==> config.mk <==
export PLATFORM = sky130hd
export DESIGN_NAME = mod_reduce_seq
export DESIGN_NICKNAME = d
export VERILOG_FILES = /design/src/rtl/mulmod_pkg.sv /design/src/rtl/csub65.sv /design/src/rtl/mod_reduce_seq.sv
export SDC_FILE = /design/constraint.sdc
export NUM_CORES = 1
export LEC_CHECK = 0
export BUFFER_PORTS_ARGS = -buffer_cell sky130_fd_sc_hd__buf_4
export CAP_MARGIN = 20
export CORE_UTILIZATION = 40
export DETAILED_ROUTE_END_ITERATION = 10
export SYNTH_ARGS = -nofsm -noshare
export SYNTH_HDL_FRONTEND = slang
export SYNTH_SLANG_ARGS = --single-unit
==> constraint.sdc <==
create_clock -name clk -period 3.67 [get_ports clk]
set_clock_uncertainty 0.05 [all_clocks]
set_input_delay 0.5505 -clock clk [delete_from_list [all_inputs] [get_ports clk]]
set_output_delay 0.5505 -clock clk [all_outputs]
set_load 0.01 [all_outputs]
==> src/rtl/mulmod_pkg.sv <==
// Shared widths, FSM state encoding and iteration counts for the modular reducer.
// Latency: n/a (package).
// Backpressure: n/a. Build option MODRED_RADIX4_EN selects two remainder bits per cycle.
package mulmod_pkg;

    localparam int P_WIDTH  = 64;
    localparam int PD_WIDTH = 2 * P_WIDTH;

    // RUN-cycle counts for one full product, one per radix build
    localparam int ITER_RADIX2 = PD_WIDTH;
    localparam int ITER_RADIX4 = PD_WIDTH / 2;

`ifdef MODRED_RADIX4_EN
    localparam int ITER_COUNT = ITER_RADIX4;
`else
    localparam int ITER_COUNT = ITER_RADIX2;
`endif

    typedef enum logic [1:0] {
        ST_IDLE = 2'd0,
        ST_RUN  = 2'd1,
        ST_DONE = 2'd2
    } state_t;

endpackage

==> src/rtl/csub65.sv <==
// Conditional subtract: r_out = (r_in >= n_in) ? r_in - n_in : r_in, ge flags the subtract.
// Latency: combinational.
// Backpressure: none (pure datapath).
module csub65 #(
    parameter int W = 65
) (
    input  logic [W-1:0] r_in,
    input  logic [W-1:0] n_in,
    output logic [W-1:0] r_out,
    output logic         ge
);

    logic [W:0] sum;

    // Single adder r + ~n + 1; its carry-out is the r >= n comparison
    always_comb begin
        sum   = {1'b0, r_in} + {1'b0, ~n_in} + {{W{1'b0}}, 1'b1};
        ge    = sum[W];
        r_out = sum[W] ? sum[W-1:0] : r_in;
    end

endmodule

==> src/rtl/mod_reduce_seq.sv <==
// Bit-serial restoring reduction Res_out = Mul_in mod N_in, MSB first (MODRED_RADIX4_EN: 2 bits/cycle).
// Latency: result valid after PD_WIDTH edges (PD_WIDTH/2 radix-4) past accept; N_in==0 after one edge.
// Backpressure: in_ready only in IDLE; result held in DONE until out_ready, no same-cycle bypass.
module mod_reduce_seq #(
    parameter int P_WIDTH  = mulmod_pkg::P_WIDTH,
    parameter int PD_WIDTH = mulmod_pkg::PD_WIDTH
) (
    input  logic                clk,
    input  logic                rst,
    input  logic                in_valid,
    output logic                in_ready,
    input  logic [PD_WIDTH-1:0] Mul_in,
    input  logic [P_WIDTH-1:0]  N_in,
    output logic                out_valid,
    input  logic                out_ready,
    output logic [P_WIDTH-1:0]  Res_out,
    output logic                err_out,
    output logic                busy
);

    import mulmod_pkg::*;

    // Iteration count scales with the product width relative to the package default
    localparam int N_ITER = ITER_COUNT * PD_WIDTH / mulmod_pkg::PD_WIDTH;
    localparam int CNT_W  = $clog2(N_ITER + 1);
    localparam int RW     = P_WIDTH + 1;
    localparam logic [CNT_W-1:0] LAST_ITER = CNT_W'(N_ITER - 1);

    state_t               state_q, state_d;
    logic [PD_WIDTH-1:0]  sh_q, sh_d;
    logic [P_WIDTH-1:0]   n_q, n_d;
    // Remainder is always < N between cycles, so only P_WIDTH bits need storing;
    // the 65-bit working value exists only inside the step below.
    logic [P_WIDTH-1:0]   r_q, r_d;
    logic [P_WIDTH-1:0]   res_q, res_d;
    logic [CNT_W-1:0]     cnt_q, cnt_d;
    logic                 vld_q, vld_d;
    logic                 err_q, err_d;

    logic [RW-1:0]        n_ext;
    logic [RW-1:0]        ra_in, ra_out;
    logic                 ge_a;
    logic [P_WIDTH-1:0]   r_step;
    logic [PD_WIDTH-1:0]  sh_step;
    logic                 unused_csub;

    assign n_ext = {1'b0, n_q};
    assign ra_in = {r_q, sh_q[PD_WIDTH-1]};

    csub65 #(.W(RW)) u_csub_a (
        .r_in  (ra_in),
        .n_in  (n_ext),
        .r_out (ra_out),
        .ge    (ge_a)
    );

`ifdef MODRED_RADIX4_EN
    logic [RW-1:0] rb_in, rb_out;
    logic          ge_b;

    // Second bit of the pair: shift the first partial remainder and subtract again
    assign rb_in = {ra_out[P_WIDTH-1:0], sh_q[PD_WIDTH-2]};

    csub65 #(.W(RW)) u_csub_b (
        .r_in  (rb_in),
        .n_in  (n_ext),
        .r_out (rb_out),
        .ge    (ge_b)
    );

    assign r_step      = rb_out[P_WIDTH-1:0];
    assign sh_step     = {sh_q[PD_WIDTH-3:0], 2'b00};
    // Top bit of each partial remainder is zero after the subtract
    assign unused_csub = ^{ge_a, ge_b, ra_out[RW-1], rb_out[RW-1]};
`else
    assign r_step      = ra_out[P_WIDTH-1:0];
    assign sh_step     = {sh_q[PD_WIDTH-2:0], 1'b0};
    assign unused_csub = ^{ge_a, ra_out[RW-1]};
`endif

    // Next-state logic: accept in IDLE, iterate in RUN, hold result in DONE until taken
    always_comb begin
        state_d = state_q;
        sh_d    = sh_q;
        n_d     = n_q;
        r_d     = r_q;
        cnt_d   = cnt_q;
        res_d   = res_q;
        err_d   = err_q;
        vld_d   = vld_q;
        case (state_q)
            ST_IDLE: begin
                if (in_valid) begin
                    sh_d    = Mul_in;
                    n_d     = N_in;
                    r_d     = '0;
                    cnt_d   = '0;
                    res_d   = '0;
                    err_d   = 1'b0;
                    state_d = ST_RUN;
                end
            end
            ST_RUN: begin
                if (n_q == '0) begin
                    // Zero modulus: skip iterating, flag the error straight away
                    err_d   = 1'b1;
                    res_d   = '0;
                    vld_d   = 1'b1;
                    state_d = ST_DONE;
                end else begin
                    sh_d  = sh_step;
                    r_d   = r_step;
                    // Counter stops at N_ITER; it never wraps back to zero in RUN
                    cnt_d = cnt_q + CNT_W'(1);
                    if (cnt_q == LAST_ITER) begin
                        res_d   = r_step;
                        vld_d   = 1'b1;
                        state_d = ST_DONE;
                    end
                end
            end
            ST_DONE: begin
                if (out_ready) begin
                    vld_d   = 1'b0;
                    state_d = ST_IDLE;
                end
            end
            default: begin
                state_d = ST_IDLE;
                vld_d   = 1'b0;
            end
        endcase
    end

    // State and datapath registers; synchronous reset discards any in-flight operation
    always_ff @(posedge clk) begin
        if (rst) begin
            state_q <= ST_IDLE;
            sh_q    <= '0;
            n_q     <= '0;
            r_q     <= '0;
            cnt_q   <= '0;
            res_q   <= '0;
            err_q   <= 1'b0;
            vld_q   <= 1'b0;
        end else begin
            state_q <= state_d;
            sh_q    <= sh_d;
            n_q     <= n_d;
            r_q     <= r_d;
            cnt_q   <= cnt_d;
            res_q   <= res_d;
            err_q   <= err_d;
            vld_q   <= vld_d;
        end
    end

    assign in_ready  = (state_q == ST_IDLE);
    assign busy      = (state_q != ST_IDLE);
    assign out_valid = vld_q;
    assign Res_out   = res_q;
    assign err_out   = err_q;

endmodule
== Word-level counts from Yosys, hierarchy flattened ==
Cells that the tools add are included.

* Div/mod/pow operators: 0
* Muxes and demuxes: 25
* Equality and inequality tests: 8
* Shifts and indexed selects: 0
* Add/sub/neg operators: 3
* Reduce and logical (&&, ||, !) cells: 10
* Bitwise gates (word level): 2
* Multiply operators: 0
* Order comparisons: 0

{| class="wikitable"
|+ Operator list
! cell !! count
|-
| 64-bit two-way mux || 5
|-
| 128-bit two-way mux || 2
|-
| 128-bit one-hot mux with 2 select lines || 1
|-
| 64-bit one-hot mux with 2 select lines || 2
|-
| 65-bit by 65-bit adder with 66-bit output || 1
|-
| 66-bit by 1-bit adder with 66-bit output, second input constant || 1
|-
| 64-bit NOT with 65-bit output || 1
|-
| 64-bit zero test || 1
|-
| 8-bit two-way mux || 2
|-
| 8-bit one-hot mux with 2 select lines || 1
|-
| 3-bit AND reduction || 5
|-
| 8-bit by 1-bit adder with 8-bit output, second input constant || 1
|-
| 8-bit by 7-bit equality test with 1-bit output, second input constant || 1
|-
| 2-bit two-way mux || 4
|-
| 2-bit != test, second input constant || 4
|-
| 2-bit one-hot mux with 3 select lines || 1
|-
| 1-bit two-way mux || 5
|-
| 2-bit nonzero test || 2
|-
| 3-bit != test, second input constant || 1
|-
| 1-bit one-hot mux with 3 select lines || 1
|-
| 2-bit by 1-bit equality test with 1-bit output, second input constant || 1
|-
| 2-bit equality test, second input constant || 1
|-
| 2-bit zero test || 1
|-
| 1-bit one-hot mux with 2 select lines || 1
|-
| 2 further kinds || 2
|}

* Input port bits: 196
* Bits in read-only memories: 0
* Memories kept: 0
* Bits in registers: 332
* RAM bits: 0
* Latch bits: 0
* Output and inout bits: 68
* Word-level logic and storage cells: 56

== Longest topological paths before layout ==
* Word-level depth: 7
* Gate-level depth with buffers: 16
* Depth with buffers taken out: 14

== By module ==
From an unflattened synthesis, not the netlist that was laid out.

* Cells, all modules: 2231
* Area, all modules: 17839.6 um^2

{| class="wikitable"
|+ Modules (own cells, without submodules)
! module !! times used !! seq. area each (um^2) !! cells each !! area an instance (um^2)
|-
| mod_reduce_seq || 1 || 6646.4 || 1456 || 13056.3
|-
| csub65 || 1 || 0.0 || 775 || 4783.3
|}

== Least setup slack after synthesis ==
OpenSTA, ideal clock, no wires.

* Kind: flip-flop to flip-flop
* Start: register n_q[15]
* End: register res_q[40], in the netlist Res_out[40]
* Required time: 3.496 ns
* Setup time: 0.124 ns
* Clock period less this slack: 3.028 ns
* Cell stages (with the launch flop): 15
* Arrival time: 2.855 ns
* Buffers on the path: 3
* Slack: 0.642 ns
* Cells stage by stage: dfxtp_1 inv_1 ha_1 nand2_1 or3_4 nor2_2 o2111ai_1 and4b_1 nor4_4 a41o_1 buf_6 buf_12 buf_6 mux2i_1 o21ai_1

* Word-level cells in the longest chain between the ends: 7
* Elaborated cells on any way between the ends: 10
* Classes of those cells: 2 x add/sub; 1 x eq/ne; 4 x mux; 1 x bitwise; 2 x reduce/logical

{| class="wikitable"
|+ Ends and longest elaborated chain
! item !! line !! RTL
|-
| start: declaration || mod_reduce_seq.sv:31 || <nowiki>logic [P_WIDTH-1:0] n_q, n_d;</nowiki>
|-
| start signal: assignment || mod_reduce_seq.sv:149 || <nowiki>n_q <= n_d;</nowiki>
|-
| 64-bit NOT with 65-bit output || csub65.sv:17 || <nowiki>sum = {1'b0, r_in} + {1'b0, ~n_in} + {{W{1'b0}}, 1'b1};</nowiki>
|-
| 65-bit by 65-bit adder with 66-bit output || csub65.sv:17 ||
|-
| 66-bit by 1-bit adder with 66-bit output || csub65.sv:17 ||
|-
| 64-bit two-way mux || csub65.sv:19 || <nowiki>r_out = sum[W] ? sum[W-1:0] : r_in;</nowiki>
|-
| 64-bit two-way mux || mod_reduce_seq.sv:115 || <nowiki>if (cnt_q == LAST_ITER) begin</nowiki>
|-
| 64-bit two-way mux || mod_reduce_seq.sv:104 || <nowiki>if (n_q == '0) begin</nowiki>
|-
| 64-bit one-hot mux with 2 select lines || mod_reduce_seq.sv:91 || <nowiki>case (state_q)</nowiki>
|-
| end signal: assignment || mod_reduce_seq.sv:152 || <nowiki>res_q <= res_d;</nowiki>
|-
| end: declaration || mod_reduce_seq.sv:35 || <nowiki>logic [P_WIDTH-1:0] res_q, res_d;</nowiki>
|}

Parallel ways exist; a longest one is shown, timed or not. The select of a mux whose other input is x is not followed.
A chain may end at the register's enable or synchronous reset.

== Worst setup path in the final report ==
* Start: register sh_q[127]
* End: register res_q[42], in the netlist Res_out[42]

* Word-level cells in the longest chain between the ends: 6

{| class="wikitable"
|+ Ends and longest elaborated chain
! item !! line !! RTL
|-
| start: declaration || mod_reduce_seq.sv:30 || <nowiki>logic [PD_WIDTH-1:0] sh_q, sh_d;</nowiki>
|-
| start signal: assignment || mod_reduce_seq.sv:139 || <nowiki>sh_q <= '0;</nowiki>
|-
| start signal: assignment || mod_reduce_seq.sv:148 || <nowiki>sh_q <= sh_d;</nowiki>
|-
| 65-bit by 65-bit adder with 66-bit output || csub65.sv:17 ||
|-
| 66-bit by 1-bit adder with 66-bit output || csub65.sv:17 ||
|-
| 64-bit two-way mux || csub65.sv:19 ||
|-
| 64-bit two-way mux || mod_reduce_seq.sv:115 ||
|-
| 64-bit two-way mux || mod_reduce_seq.sv:104 ||
|-
| 64-bit one-hot mux with 2 select lines || mod_reduce_seq.sv:91 ||
|}

Every way passes these cells. The select of a mux whose other input is x is not followed.

==> flow_summary.toml <==
[clocking]
path_clk_slew_ps = 60
clock-sinks = 332
clk_latency_ps = 570
tritoncts = "done"
ctsRootBufferMaster = "clkbuf_16"
numCtsBuffers = 38
htree_levels = 2
clk_path_buf_depth = 3

[power]
p_leak_uw = 0.00921
vdd_drop_max_mv = 0.687
power-per-cell-area_mw_per_mm2 = 1020

[synthesis]
synth.area.mux_share = 0.0254
async_reset_ff_frac = 0
ys_ff_latch = 332
ys_types = 73
synth_xor_area_frac = 0.0291
avgSynthCellArea_sq_um = 7.69
yosys_warnings = 0
synth_top_family_by_area = "compound AO/OA/AOI/OAI gates"
synthAdderAreaFrac = 0.0478
synth_edf_count = 0
synth_nets = 2531
synth-compound-area-share = 0.239
seq_area_frac_synth = 0.381
synthesis.instances = 2269
synthesis.area_sq_mm = 0.0174
synthSimpleGateAreaFrac = 0.220
synth_flop_cell = "dfxtp_1"

[sta]
slew_headroom = 0.378
rsz0062_at_grt = "true"
min_period_ps = 3510
post-route-period-util = 0.958
finalHoldViolCount = 0
slew_viol_final = 0
setup_ws_ps = 156
max_freq_mhz = 285
worstMarginPinSlew_ps = 931
setup_viol = 0

[setup_path]
r2r.worst_path.cells = 14
rr_endpoint = "Res_out[42]$_SDFFE_PP0P_"
reg2reg_slack_ps = 160
critPathSlowestCell = "a2111oi_4"
cp_slowest_stage_delay_ps = 480
reg2reg_from = "sh_q[127]$_SDFFE_PP0P_"
required_ps = 4120
path_depth = 14
cp_top_family = "compound AO/OA/AOI/OAI gates"
crit_path_start = "sh_q[127]$_SDFFE_PP0P_"
cp-end-kind = "flip-flop"
path_max_fanout = 5
start_kind = "flip-flop"
critical_path_arrival_ps = 3960
crit_buf_inv = 2
cp_cell_sequence = "inv_1 > ha_1 > inv_1 > fa_1 > a21oi_1 > o221ai_2 > o2111ai_2 > or2_1 > a2111oi_4 > o21ai_1 > o2111a_1 > a311oi_1 > mux2i_1 > o21ai_1"
path_class = "flip-flop to flip-flop"

[final_layout]
seqCellArea_sq_mm = 0.00665
layout.nets = 2792
multiInputGateArea_sq_mm = 0.00991
areaGrowthSynthToFinish_pct = 25.2
drive_above_1_share = 0.199
fillers = 4219
post-route-util = 0.507
fin_cells = 3144

[placement]
dpl.hpwl_microns = 41600
portBuffers = 263
place_ws_ps = 32.0
globalplace.congestion = 0.937
place_inst = 3074

[min_path]
hold_class = "input port to flip-flop"
min_to = "n_q[54]$_SDFFE_PP0P_"
whs_path_depth = 3
hp-start = "N_in[54]"

[detailed_routing]
routedWlPerCell_microns = 18.0
drc = 0
vias = 17000
initialDrtViolationCount = 1269
routed_wl_microns = 56500
dr.pass1.iters = 5
via_per_inst = 5.42
ant_nets = 0

[floorplanning]
row_count = 76
die_h_microns = 211
initial_core_util = 0.405
coreArea_sq_mm = 0.0431
die_area_sq_mm = 0.0445
io_pins = 264
die_x_microns = 211

[global_route]
grt_pass1_wl_microns = 88700
grt_overflow = 0
grt_max_degree = 115
grt_pass1_vias = 16300
grtUsageTotal = 0.250
grt_antenna_before_repair = 1

[flow_run]
cap_viol_max_count = 0

[outcome]
status = "complete, no violations"
through the flow:
step / instance area (sq um) / power (uW) / TNS [ps] / hold WS [ps]
after floorplan: 17400 / 13700 / 0 / 392
after global routing: 21900 / 23800 / -12.2 / 164
after global placement: 20500 / 18100 / 0 / 387
after CTS: 21800 / 22100 / 0 / 146
final: 21900 / 22300 / 0 / 176
after detailed placement: 20500 / 18100 / 0 / 394
worst min-delay path: cells and delay by family:
family,cells,cell delay [ps]
and+or+nand+nor,1,40
buffers and inverters,1,110
AOI/OAI and AO/OA,1,50
synthesized netlist by cell type (6+ instances only):
master | number | area, sq um
nor3_1 | 14 | 70.1
o21ai_0 | 95 | 475
nand4_1 | 22 | 138
dfxtp_1 | 332 | 6650
mux2i_1 | 42 | 420
a21o_1 | 24 | 180
a31oi_1 | 13 | 81.3
nand2b_1 | 9 | 56.3
nor2_1 | 220 | 826
a211oi_1 | 13 | 97.6
and2_1 | 11 | 68.8
or3_1 | 8 | 50.1
buf_2 | 11 | 55.1
nor2b_1 | 7 | 43.8
inv_1 | 88 | 330
ha_1 | 65 | 813
o21ai_1 | 18 | 90.1
nor4_1 | 22 | 138
xnor2_1 | 30 | 263
o211ai_1 | 6 | 45.0
nand2_1 | 528 | 1980
o21bai_1 | 12 | 90.1
o2bb2a_2 | 12 | 135
a211o_1 | 8 | 70.1
xor2_1 | 28 | 245
nand3_1 | 43 | 215
a22oi_1 | 10 | 75.1
clkbuf_1 | 137 | 514
a21oi_1 | 175 | 876
a311oi_1 | 129 | 1130
o31ai_1 | 6 | 45.0
nor2_2 | 13 | 81.3
a32oi_1 | 6 | 52.6
o21a_1 | 30 | 225
state kept, by name, summed over array words and instances, names as in the netlist:
register and flops:
r_q 64, cnt_q 8, state_q 2, Res_out 64, out_valid 1, sh_q 128, err_out 1, n_q 64
kinds of logic after synthesis:
| family | Yosys count |
|---|---|
| compound gates | 605 |
| xor+xnor | 58 |
| fa+ha+maj | 66 |
| buf+inv | 247 |
| flops | 332 |
| mux | 44 |
| simple gates | 917 |
cells in the final DEF, fill, tap and decap left out, types with 19 or more instances in the layout:
cell type,synthesis,routed
inv_1,88,88
o21a_1,30,30
nor2_1,220,219
xor2_1,28,28
nand2_1,528,526
o21ai_0,95,93
nand4_1,22,22
buf_4,2,370
dfxtp_1,332,331
xnor2_1,30,30
nor4_1,22,21
nand3_1,43,43
mux2i_1,42,38
ha_1,65,65
a21o_1,24,24
clkbuf_16,0,38
a21oi_1,175,174
a311oi_1,129,129
o21ai_1,18,19
report_power, final:
| group | switching (uW) | internal (uW) | leakage [uW] |
|---|---|---|---|
| clock | 1600 | 2270 | 0.000624 |
| sequential | 425 | 4160 | 0.00272 |
| combinational | 7970 | 5910 | 0.00586 |
| total | 9990 | 12300 | 0.00921 |
cell type report:
class                   instances  share of cell area
flip-flops and latches        332               0.304
repair buffers                380               0.136
clock buffers                  50              0.0488
diodes                          1            0.000115
clock inverters                18             0.00899
multi-input cells            1690               0.453
well taps                     585              0.0335
inverters                      88              0.0151
layer usage:
metal | share of wire | track usage | up-vias
met4 | 0.021 | 0.0732 | 2
met5 | 0.00030 | 0 | -
li1 | - | - | 8488
met3 | 0.066 | 0.0482 | 72
met2 | 0.44 | 0.393 | 471
met1 | 0.47 | 0.347 | 8014
timing repair:
item / in CTS / in global routing
gates resized for setup: 1 / 16
setup endpoints to repair: 1 / 84
hold buffers: 0 / 0
setup buffers: 0 / 0
cloned: 0 / 0
how the worst max path moves through the flow:
| stage | slack (ps) | to |
|---|---|---|
| after global placement | 80 | Res_out[41]$_SDFFE_PP0P_ |
| final | 160 | Res_out[42]$_SDFFE_PP0P_ |
| after global routing | -9 | Res_out[41]$_SDFFE_PP0P_ |
| after detailed placement | 30 | Res_out[41]$_SDFFE_PP0P_ |
| after floorplan | 640 | Res_out[40]$_SDFFE_PP0P_ |
| after CTS | 60 | Res_out[41]$_SDFFE_PP0P_ |
Note: power is estimated with default switching activity, not from simulation.
